--- config.mk ---
export PLATFORM = sky130hd
export DESIGN_NAME = mac_scheduler
export DESIGN_NICKNAME = d
export VERILOG_FILES = /design/src/rtl/mac_sched_pkg.sv /design/src/rtl/rr_arbiter.sv /design/src/rtl/mac_scheduler.sv
export SDC_FILE = /design/constraint.sdc
export NUM_CORES = 1
export LEC_CHECK = 0
export CAP_MARGIN = 20
export CORE_ASPECT_RATIO = 1.4
export CORE_MARGIN = 3
export CORE_UTILIZATION = 40
export DETAILED_ROUTE_END_ITERATION = 10
export PLACE_DENSITY = 0.57
export SETUP_SLACK_MARGIN = 0.5
export SKIP_LAST_GASP = 1
export SLEW_MARGIN = 0
export SYNTH_ARGS = -nofsm -noshare
export SYNTH_HDL_FRONTEND = slang
export SYNTH_SLANG_ARGS = --single-unit
--- constraint.sdc ---
create_clock -name clk -period 8.2 [get_ports clk]
set_input_delay 1.64 -clock clk [delete_from_list [all_inputs] [get_ports clk]]
set_output_delay 1.64 -clock clk [all_outputs]
set_load 0.02 [all_outputs]
--- src/rtl/mac_sched_pkg.sv ---
// Shared constants, types and the squaring helper for the shared square-accumulate scheduler.
package mac_sched_pkg;
  localparam int NCH_D = 4;
  localparam int LEN_D = 8;
  localparam int DW_D  = 8;
  localparam int AW_D  = 20;

  typedef logic [$clog2(NCH_D)-1:0] ch_id_t;
  typedef logic [AW_D-1:0]          acc_t;

  function automatic acc_t sq_ext(input logic [DW_D-1:0] a);
    logic [2*DW_D-1:0] p;
    p = {{DW_D{1'b0}}, a} * {{DW_D{1'b0}}, a};
    return acc_t'(p);
  endfunction
endpackage

--- src/rtl/rr_arbiter.sv ---
// Round-robin grant over N requesters; the pointer moves past the winner on acceptance.
module rr_arbiter #(
  parameter int N = 4,
  localparam int IW = $clog2(N)
) (
  input  logic          clk,
  input  logic          reset,
  input  logic          enable,
  input  logic [N-1:0]  req,
  input  logic          accept,
  output logic [N-1:0]  grant,
  output logic [IW-1:0] grant_id
);
  logic [IW-1:0] rr;
  logic [IW-1:0] idx;

  // Scan from farthest to nearest so the requester closest to rr is written last and wins.
  always_comb begin
    grant    = '0;
    grant_id = '0;
    idx      = '0;
    if (enable && reset) begin
      for (int k = N-1; k >= 0; k--) begin
        idx = IW'((int'(rr) + k) % N);
        if (req[idx]) begin
          grant      = '0;
          grant[idx] = 1'b1;
          grant_id   = idx;
        end
      end
    end
  end

  always_ff @(posedge clk or negedge reset) begin
    if (!reset)      rr <= '0;
    else if (accept) rr <= (int'(grant_id) == N-1) ? '0 : grant_id + IW'(1);
  end
endmodule

--- src/rtl/mac_scheduler.sv ---
// Shares one square-accumulate datapath among NCH channels; emits each channel's sum of LEN squares.
module mac_scheduler
  import mac_sched_pkg::*;
#(
  parameter int NCH = NCH_D,
  parameter int LEN = LEN_D,
  parameter int DW  = DW_D,
  parameter int AW  = AW_D
) (
  input  logic                    clk,
  input  logic                    reset,
  input  logic                    enable,
  input  logic [NCH-1:0]          req_valid,
  input  logic [NCH*DW-1:0]       req_a,
  output logic [NCH-1:0]          req_ready,
  input  logic [NCH-1:0]          clr,
  output logic                    out_valid,
  output logic [$clog2(NCH)-1:0]  out_ch,
  output logic [AW-1:0]           out_f
);
  localparam int IW = $clog2(NCH);
  localparam int CW = $clog2(LEN+1);
  localparam logic [CW-1:0] LAST = CW'(LEN-1);

  logic [IW-1:0] gid;
  logic          accept;
  logic [DW-1:0] a_arr [NCH];

  logic          s1_vld;
  logic [DW-1:0] s1_a;
  logic [IW-1:0] s1_ch;

  logic [AW-1:0] acc [NCH];
  logic [CW-1:0] cnt [NCH];
  logic [AW-1:0] sq, sum;
  logic          done;

  for (genvar i = 0; i < NCH; i++) begin : g_a
    assign a_arr[i] = req_a[i*DW +: DW];
  end

  assign accept = |(req_valid & req_ready);

  rr_arbiter #(.N(NCH)) u_arb (
    .clk      (clk),
    .reset    (reset),
    .enable   (enable),
    .req      (req_valid),
    .accept   (accept),
    .grant    (req_ready),
    .grant_id (gid)
  );

  always_ff @(posedge clk or negedge reset) begin
    if (!reset) begin
      s1_vld <= 1'b0;
      s1_a   <= '0;
      s1_ch  <= '0;
    end else begin
      s1_vld <= accept;
      if (accept) begin
        s1_a  <= a_arr[gid];
        s1_ch <= gid;
      end
    end
  end

  if (DW == DW_D && AW == AW_D) begin : g_sq_pkg
    assign sq = sq_ext(s1_a);
  end else begin : g_sq
    assign sq = AW'({{DW{1'b0}}, s1_a} * {{DW{1'b0}}, s1_a});
  end

  // acc is always current here: the previous edge already folded in any earlier sample.
  assign sum  = acc[s1_ch] + sq;
  assign done = s1_vld && !clr[s1_ch] && (cnt[s1_ch] == LAST);

  always_ff @(posedge clk or negedge reset) begin
    if (!reset) begin
      for (int i = 0; i < NCH; i++) begin
        acc[i] <= '0;
        cnt[i] <= '0;
      end
    end else begin
      for (int i = 0; i < NCH; i++) begin
        if (clr[i] || (s1_vld && s1_ch == IW'(i) && cnt[i] == LAST)) begin
          acc[i] <= '0;
          cnt[i] <= '0;
        end else if (s1_vld && s1_ch == IW'(i)) begin
          acc[i] <= sum;
          cnt[i] <= cnt[i] + CW'(1);
        end
      end
    end
  end

  always_ff @(posedge clk or negedge reset) begin
    if (!reset) begin
      out_valid <= 1'b0;
      out_ch    <= '0;
      out_f     <= '0;
    end else begin
      out_valid <= done;
      if (done) begin
        out_f  <= sum;
        out_ch <= s1_ch;
      end
    end
  end
endmodule

==> flow_summary.yaml, run 1 <==
logic_synthesis:
  synth_edf_count: 0
  synth-compound-area-share_pct: 15.8
  synth_simple_gate_area_share_pct: 10.8
  synth_fp_nets: 954
  netlist_area_mm2: 0.00871
  synth_xor_area_share_pct: 2.31
  yosysWarnings: 0
  synth_top_family_by_area: "adder cells"
  synthAdderAreaFrac_pct: 16.5
  async_flop_share_pct: 100
  synth.mux.area_fraction_pct: 10.7
  synth_flop_cell: "dfrtp_1"
  yosys.area.top_type: "dfrtp_1"
  syn_inst: 818
  synth_top_area_share_pct: 37.9
  ys_ff_latch: 132
  ys_types: 60
  synth-seq-area-share_pct: 37.9
  syn_avg_cell_area_um2: 10.7
  synthTopCellsByArea: "dfrtp_1, fa_1, ha_1"
setup_path:
  rr_worst_depth: 15
  reg2reg_setup_slack_ns: 2.11
  r2r-start: "s1_ch[0]$_DFFE_PN0P_"
  setup.worst_path.start_class: "flip-flop"
  cp-end-kind: "flip-flop"
  crit_type: "reg -> reg"
  crit_path_end: "acc[73]$_DFFE_PN0P_"
  crit_start: "s1_ch[0]$_DFFE_PN0P_"
  cp_max_fo: 18
  r2r-end: "acc[73]$_DFFE_PN0P_"
  cp.arrival_ns: 6.36
  required_ns: 8.47
min_path:
  worstHoldPathType: "reg -> reg"
placed_design:
  place.gp.congestion: 0.869
  dp_hpwl_um: 15700
  io_buffers: 69
die:
  pin_count: 70
  coreArea_mm2: 0.0213
  dieArea_mm2: 0.0236
  die-height_um: 181
  start_util_pct: 40.9
  die_w_um: 131
  num_rows: 63
detailed_routing:
  post_drt_wl_per_cell_um: 18.6
  highest_layer: "met4"
  antenna_left: 0
  drt_iter0_markers: 323
  vias_per_cell: 5.52
  wl_met3_um: 943
  routed-wl-met2_um: 11100
  via_count: 6359
  wl_met1_um: 9060
  drtPass1Iterations: 4
  wl_um: 21500
  drc: 0
clock_tree:
  htree_levels: 4
  post_cts_buffers: 0
  clk_latency_ns: 0.42
  cts_hold_buf: 0
  cts_buffer_depth: 2
  numClockSinks: 132
  numCtsBuffers: 17
  root_buffer: "clkbuf_16"
  ctsResizeCount: 0
  clk_pin_slew_ns: 0.06
  tritoncts: "built"
job:
  cap_violations: 0
global_routing:
  grt_pass1_wl_um: 35700
  grt.overflow.total: 0
  first_global_vias: 6771
  gr-usage-all-layers_pct: 19.1
  antenna_found_initial: 0
  grt_max_degree: 73
layout:
  antenna_cells: 0
  drive_gt1_share_pct: 10.8
  finalNetCount: 1016
  mostFrequentLayoutCell: "dfrtp_1"
  area_growth_pct: 16.9
  final_cell_mix: "dfrtp_1, nand2_1, inv_1"
outcome:
  status: "complete, no violations"
sta:
  fmax_ghz: 0.164
  report.final.slew_viol_count: 0
  setup_viol: 0
  rsz0062_at_grt: "false"
  slew_headroom_pct: 36.1
  tightestPinTransition_ns: 0.959
  fin_crit_ns: 6.09
  skew_ns: 0.00887
  tns_ns: 0
  period_share_pct: 74.2
  hold_viol: 0
## routing by layer
layer | global-route usage, % | up-vias
met3 | 3.05 | 26
met1 | 24.4 | 3184
met2 | 33.5 | 140
met5 | 0 | -
li1 | - | 3009
met4 | 4.98 | 0
## flip-flops by register name, summed over array words and instances (netlist names)
| signal | flops |
|---|---|
| acc | 80 |
| out_f | 20 |
| cnt | 16 |
| s1_a | 8 |
| out_ch | 2 |
| s1_ch | 2 |
| u_arb.rr | 2 |
| out_valid | 1 |
| s1_vld | 1 |
## Yosys cell counts (2+ instances only)
cell type and count:
or3_1 8, a41o_1 2, a31oi_1 8, a22o_1 62
mux2_4 7, fa_1 37, a21oi_1 25, o21ai_0 42
nand2_1 116, a21o_1 12, o31ai_1 3, and2_1 23
buf_2 2, mux2i_1 15, buf_4 2, mux2_2 12
xor2_1 10, buf_6 5, nand4_1 4, buf_1 3
clkbuf_1 23, dfrtp_1 132, nor2_1 22, nor2b_1 5
nand3_1 11, inv_1 77, mux4_2 23, o211ai_1 6
a221oi_1 2, xnor2_1 13, o21a_1 2, nor3_1 7
o21bai_1 5, ha_1 56, a22oi_1 11
## layout make-up
type                            instances  area (um^2)
Sequential cell                       132         3300
Clock buffer                           19          453
Multi-Input combinational cell        571         4910
Tap cell                              260          325
Clock inverter                         13          118
Inverter                               79          309
Timing Repair Buffer                   79          767
Fill cell                            2010        11100
## cell families after synthesis
family | after synthesis
buffers and inverters | 115
and+or+nand+nor | 207
muxes | 58
adders and majority gates | 93
AOI/OAI and AO/OA | 190
DFF | 132
xor gates and xnor gates | 23
## stage by stage
step           std cells  area [um^2]  worst slack (ns)  hold slack [ns]  util (%)
3_3_place_gp        1121         9620              2.17            0.457      45.2
6_report            1153        10200              2.11            0.471      47.9
3_5_place_dp        1121         9620              2.03            0.465      45.2
4_1_cts             1153        10200              2.03            0.479      47.9
5_1_grt             1153        10200              1.64            0.495      47.9
2_1_floorplan        818         8710              2.68            0.443         -
## critical path, cell delays in order (launching register included)
cell and delay, ns:
dfrtp_1 0.83, buf_4 0.42, mux4_2 0.56, fa_1 0.49, inv_1 0.05, fa_1 0.51, fa_1 0.45, fa_1 0.56
inv_1 0.04, ha_1 0.32, o21a_1 0.13, o211ai_1 0.30, a21o_1 0.24, nand2_1 0.10, o311ai_0 0.72, o21ai_0 0.19
## how the worst min path moves through the flow
stage | startpoint | endpoint | cells after the start
finish | acc[13]$_DFFE_PN0P_ | acc[13]$_DFFE_PN0P_ | 2
global route | acc[13]$_DFFE_PN0P_ | acc[13]$_DFFE_PN0P_ | 2
CTS | acc[13]$_DFFE_PN0P_ | acc[13]$_DFFE_PN0P_ | 2
detailed placement | out_f[0]$_DFFE_PN0P_ | out_f[0]$_DFFE_PN0P_ | 2
global placement | acc[76]$_DFFE_PN0P_ | acc[76]$_DFFE_PN0P_ | 2
floorplan | acc[25]$_DFFE_PN0P_ | acc[25]$_DFFE_PN0P_ | 2
Power of run 1 is not shown: default switching activity piles up to over one toggle a cycle in this logic, so the estimate is an artifact.
==> inputs of run 2 (changes only) <==
--- a/config.mk
+++ b/config.mk
@@ -10,7 +10,7 @@
 export CORE_MARGIN = 3
 export CORE_UTILIZATION = 40
 export DETAILED_ROUTE_END_ITERATION = 10
-export PLACE_DENSITY = 0.57
+export PLACE_DENSITY = 0.6
 export SETUP_SLACK_MARGIN = 0.5
 export SKIP_LAST_GASP = 1
 export SLEW_MARGIN = 0
==> constraint.sdc (replaced) <==
create_clock -name clk -period 5 [get_ports clk]
set_input_delay 1 -clock clk [delete_from_list [all_inputs] [get_ports clk]]
set_output_delay 1 -clock clk [all_outputs]
set_load 0.02 [all_outputs]
==> flow_summary.yaml, run 2 (synthesis results as in run 1) <==
clock_tree:
  cts_hold_buf: 0
  clk_latency_ns: 0.42
  htree_levels: 4
  tritoncts: "built"
  numCtsBuffers: 17
  root_buffer: "clkbuf_16"
  numClockSinks: 132
  clk_pin_slew_ns: 0.06
  cts_buffer_depth: 2
global_routing:
  antenna_found_initial: 0
  grt.overflow.total: 0
  grt_max_degree: 82
  gr-usage-all-layers_pct: 18.9
  grt_pass1_wl_um: 35300
  first_global_vias: 6731
sta:
  fin_crit_ns: 4.86
  layout_setup_ws_ns: 0.138
  hold_viol: 0
  skew_ns: 0.00806
  setup_viol: 0
  tightestPinTransition_ns: 0.824
  rsz0062_at_grt: "true"
  slew_headroom_pct: 45.1
  period_share_pct: 97.2
  whs_ns: 0.471
  fmax_ghz: 0.206
  report.final.slew_viol_count: 0
setup_path:
  cp.arrival_ns: 5.16
  setup.worst_path.start_class: "flip-flop"
  r2r-end: "out_f[19]$_DFFE_PN0P_"
  cp-end-kind: "flip-flop"
  reg2reg_setup_slack_ns: 0.14
  required_ns: 5.30
  rr_worst_depth: 18
  cpMaxStageDelayCell: "fa_1"
  r2r-start: "s1_ch[0]$_DFFE_PN0P_"
  max_stage_delay_ns: 0.55
  crit_type: "reg -> reg"
  cp_max_fo: 5
  path_cells: "buf_6 > mux4_2 > fa_1 > ha_4 > ha_4 > inv_2 > fa_1 > inv_1 > ha_2 > inv_2 > fa_2 > nor2b_1 > o21a_1 > o211ai_1 > a2111oi_2 > o211ai_1 > xnor2_2 > mux2_2"
layout:
  reg_top3: "acc: 80 flops, out_f: 20 flops, cnt: 16 flops"
  layout.cells.non_filler: 1196
  finalNetCount: 1059
  regArea_mm2: 0.00331
  area_growth_pct: 26.5
  antenna_cells: 0
  drive_gt1_share_pct: 21.7
  multi_input_area_mm2: 0.00534
  largest_register: "acc"
  mostFrequentLayoutCell: "dfrtp_1"
  final_cell_mix: "dfrtp_1, nand2_1, inv_1"
  nFillCells: 1942
  largest_register_ffs: 80
placed_design:
  place.gp.congestion: 0.810
  io_buffers: 69
  pre_cts_slack_ns: 0.127
  placed_cells: 1140
  dp_hpwl_um: 15500
die:
  num_rows: 63
  pin_count: 70
  die-height_um: 181
  die_w_um: 131
  coreArea_mm2: 0.0213
  start_util_pct: 40.9
  dieArea_mm2: 0.0236
min_path:
  whs_path_depth: 2
  whs_endpoint: "out_f[7]$_DFFE_PN0P_"
  worst_hold_startpoint: "out_f[7]$_DFFE_PN0P_"
  worstHoldPathType: "reg -> reg"
detailed_routing:
  vias_per_cell: 5.44
  drtPass1Iterations: 4
  post_drt_wl_per_cell_um: 18.4
  wl_um: 22000
  drc: 0
  via_count: 6504
  antenna_left: 0
  drt_iter0_markers: 336
outcome:
  status: "complete, no violations"
job:
  cap_violations: 0
[run 2: cell types whose count changed in the layout (fill, tap and decap cells not counted), sizes merged]
cell and delta:
buf +43, bufinv +2, clkbuf +4, clkdlybuf4s50 -4, clkinv +2, clkinvlp -2
dlymetal6s2s +4, inv -6
[run 2: area by class of cell]
class | instances | share of cell area [%]
Clock inverter | 9 | 0.954
Inverter | 79 | 2.80
Clock buffer | 23 | 4.15
Multi-Input combinational cell | 571 | 48.4
Timing Repair Buffer | 122 | 10.7
Sequential cell | 132 | 30.0
Tap cell | 260 | 2.95
[run 2: metal layers]
metal	wire length, um	vias to the layer above	track usage (%)
met4	385	0	5.19
met3	698	22	2.79
met2	11300	116	32.4
li1	-	3093	-
met1	9560	3273	24.8
met5	0	-	0
[run 2: stage by stage]
stage,cell area (um^2),util [%],TNS (ns)
2_1_floorplan,8850,-,0
3_3_place_gp,9850,46.3,0
3_5_place_dp,9850,46.3,0
4_1_cts,10700,50.2,0
5_1_grt,11000,51.8,-0.00933
6_report,11000,51.8,0
[run 2: worst max-delay path, delay by kind of cell (launching register included)]
kind / cells / cell delay, ns
fa+ha+maj: 6 / 2.05
xor+xnor: 1 / 0.20
simple gates: 1 / 0.13
compound gates: 4 / 0.90
mux: 2 / 0.78
buf+inv: 4 / 0.29
flops: 1 / 0.39
[run 2: what timing repair did]
| action | CTS | global route |
|---|---|---|
| resized for setup | 45 | 48 |
| pin swaps | 23 | 31 |
| buffers inserted | 13 | 10 |
| endpoints found under the setup margin | 55 | 68 |
[run 2: worst max-delay path by stage]
stage                                        to                  from  slack, ns  depth (start not counted)
final                     out_f[19]$_DFFE_PN0P_  s1_ch[0]$_DFFE_PN0P_       0.14                         18
after CTS                 out_f[19]$_DFFE_PN0P_  s1_ch[0]$_DFFE_PN0P_       0.18                         17
after global placement    out_f[11]$_DFFE_PN0P_  s1_ch[0]$_DFFE_PN0P_       0.17                         16
after global routing      out_f[19]$_DFFE_PN0P_  s1_ch[0]$_DFFE_PN0P_     -0.009                         17
after detailed placement  out_f[11]$_DFFE_PN0P_  s1_ch[0]$_DFFE_PN0P_       0.13                         16
after floorplan           out_f[19]$_DFFE_PN0P_  s1_ch[0]$_DFFE_PN0P_       0.28                         19
Power of run 2 is left out for the same reason.
==> inputs of run 3 (changes only) <==
--- a/config.mk
+++ b/config.mk
@@ -10,6 +10,7 @@
 export CORE_MARGIN = 3
 export CORE_UTILIZATION = 40
 export DETAILED_ROUTE_END_ITERATION = 10
+export GPL_TIMING_DRIVEN = 0
 export PLACE_DENSITY = 0.6
 export SETUP_SLACK_MARGIN = 0.5
 export SKIP_LAST_GASP = 1
==> constraint.sdc (replaced) <==
create_clock -name clk -period 5 [get_ports clk]
set_input_delay 0.75 -clock clk [delete_from_list [all_inputs] [get_ports clk]]
set_output_delay 0.75 -clock clk [all_outputs]
set_load 0.02 [all_outputs]
==> flow_summary.yaml, run 3 (synthesis results as in run 1) <==
die:
  start_util_pct: 40.9
  coreArea_mm2: 0.0213
  die_w_um: 131
  die-height_um: 181
  num_rows: 63
  dieArea_mm2: 0.0236
  pin_count: 70
detailed_routing:
  drtPass1Iterations: 5
  drt_iter0_markers: 320
  via_count: 6513
  post_drt_wl_per_cell_um: 18.7
  antenna_left: 0
  drc: 0
  vias_per_cell: 5.41
  wl_um: 22500
global_routing:
  grt_max_degree: 70
  first_global_vias: 6892
  gr-usage-all-layers_pct: 19.7
  grt.overflow.total: 0
  antenna_found_initial: 0
  grt_pass1_wl_um: 36600
clock_tree:
  cts_hold_buf: 0
  clk_pin_slew_ns: 0.06
  root_buffer: "clkbuf_16"
  htree_levels: 4
  numCtsBuffers: 17
  cts_buffer_depth: 2
  tritoncts: "built"
  numClockSinks: 132
  clk_latency_ns: 0.42
layout:
  finalNetCount: 1068
  area_growth_pct: 26.3
  utilization_pct: 51.7
  largest_register_ffs: 80
  final_cell_mix: "dfrtp_1, nand2_1, inv_1"
  drive_gt1_share_pct: 18.3
  antenna_cells: 0
  mostFrequentLayoutCell: "dfrtp_1"
  largest_register: "acc"
  reg_top3: "acc: 80 flops, out_f: 20 flops, cnt: 16 flops"
min_path:
  worstHoldPathType: "in -> async"
setup_path:
  rr_worst_depth: 18
  cp-end-kind: "flip-flop"
  setup.worst_path.start_class: "flip-flop"
  cp.arrival_ns: 5.51
  crit_type: "reg -> reg"
  cp_max_fo: 5
  required_ns: 5.30
placed_design:
  dp_hpwl_um: 16400
  io_buffers: 67
  place.gp.congestion: 0.864
sta:
  hold_viol: 0
  layout_setup_ws_ns: -0.218
  fmax_ghz: 0.192
  slew_headroom_pct: 39.7
  report.final.slew_viol_count: 0
  skew_ns: 0.00916
  fin_crit_ns: 5.22
  period_share_pct: 104
  rsz0062_at_grt: "true"
  setup_viol: 27
  tightestPinTransition_ns: 0.897
outcome:
  violations: "negative setup slack"
  status: "complete, but fails checks"
job:
  cap_violations: 0
[run 3: changes by cell type in the layout (fill, tap and decap cells not counted), moves of 5 or more]
cell      change
buf_6         -8
o21ai_0       +5
inv_1         +5
buf_4        -10
inv_2         -5
o21ai_2       -7
clkbuf_1     +15
[run 3: worst paths after layout]
| check | slack, ns | startpoint | to |
|---|---|---|---|
| max in group asynchronous | 3.90 | reset | s1_ch[0]$_DFFE_PN0P_ |
| max reg2reg | -0.22 | s1_ch[0]$_DFFE_PN0P_ | out_f[19]$_DFFE_PN0P_ |
| max | -0.22 | s1_ch[0]$_DFFE_PN0P_ | out_f[19]$_DFFE_PN0P_ |
| min reg2reg | 0.47 | out_f[10]$_DFFE_PN0P_ | out_f[10]$_DFFE_PN0P_ |
| min in group clk | 0.47 | out_f[10]$_DFFE_PN0P_ | out_f[10]$_DFFE_PN0P_ |
| min | 0.32 | reset | out_valid$_DFF_PN0_ |
[run 3: area by class of cell]
class	instances	area [um^2]
buffer	36	289
sequential	132	3310
clock inverter	11	199
clock buffer	20	457
inverter	79	309
tap	260	325
multi-input combinational	571	5190
timing repair buffer	95	935
fill	1902	10300
[run 3: per-stage QoR]
step / TNS [ns] / area (um^2) / worst slack (ns) / hold slack, ns / instances
after global placement: -380.29 / 9850 / -3.50 / 0.458 / 1145
after detailed placement: -12.94 / 9880 / -0.617 / 0.465 / 1146
final: -2.20 / 11000 / -0.218 / 0.321 / 1204
after CTS: -7.69 / 10700 / -0.390 / 0.349 / 1188
after floorplan: 0 / 8850 / 0.278 / 0.443 / 818
after global routing: -9.95 / 11000 / -0.401 / 0.354 / 1204
[run 3: worst max-delay path, cell delays in order (launching register included)]
cell and delay [ns]:
dfrtp_2 0.39, buf_6 0.15, buf_12 0.13, mux4_2 0.59, inv_2 0.09, fa_1 0.42
fa_1 0.51, inv_2 0.05, ha_4 0.26, inv_2 0.03, fa_1 0.48, fa_2 0.37
nor2b_2 0.11, o21a_1 0.13, o211ai_1 0.19, a2111oi_2 0.41, o211ai_1 0.24, xnor2_2 0.25
mux2_4 0.29
[run 3: per-layer routing]
layer  wire [um]  part of all wire (%)  up-vias  track usage [%]
li1            -                     -     3105                -
met1        9510                    42     3237             24.9
met4         357                   1.6        0             5.31
met2       11700                    52      145             34.2
met5           0                     0        -                0
met3         971                   4.3       26             3.65
[run 3: timing repair]
item | in CTS | in global routing
setup buffers | 10 | 16
resized for setup | 13 | 38
pin swaps | 6 | 15
gates cloned | 1 | 0
endpoints found under the setup margin | 72 | 75
Power of run 3 is left out for the same reason.
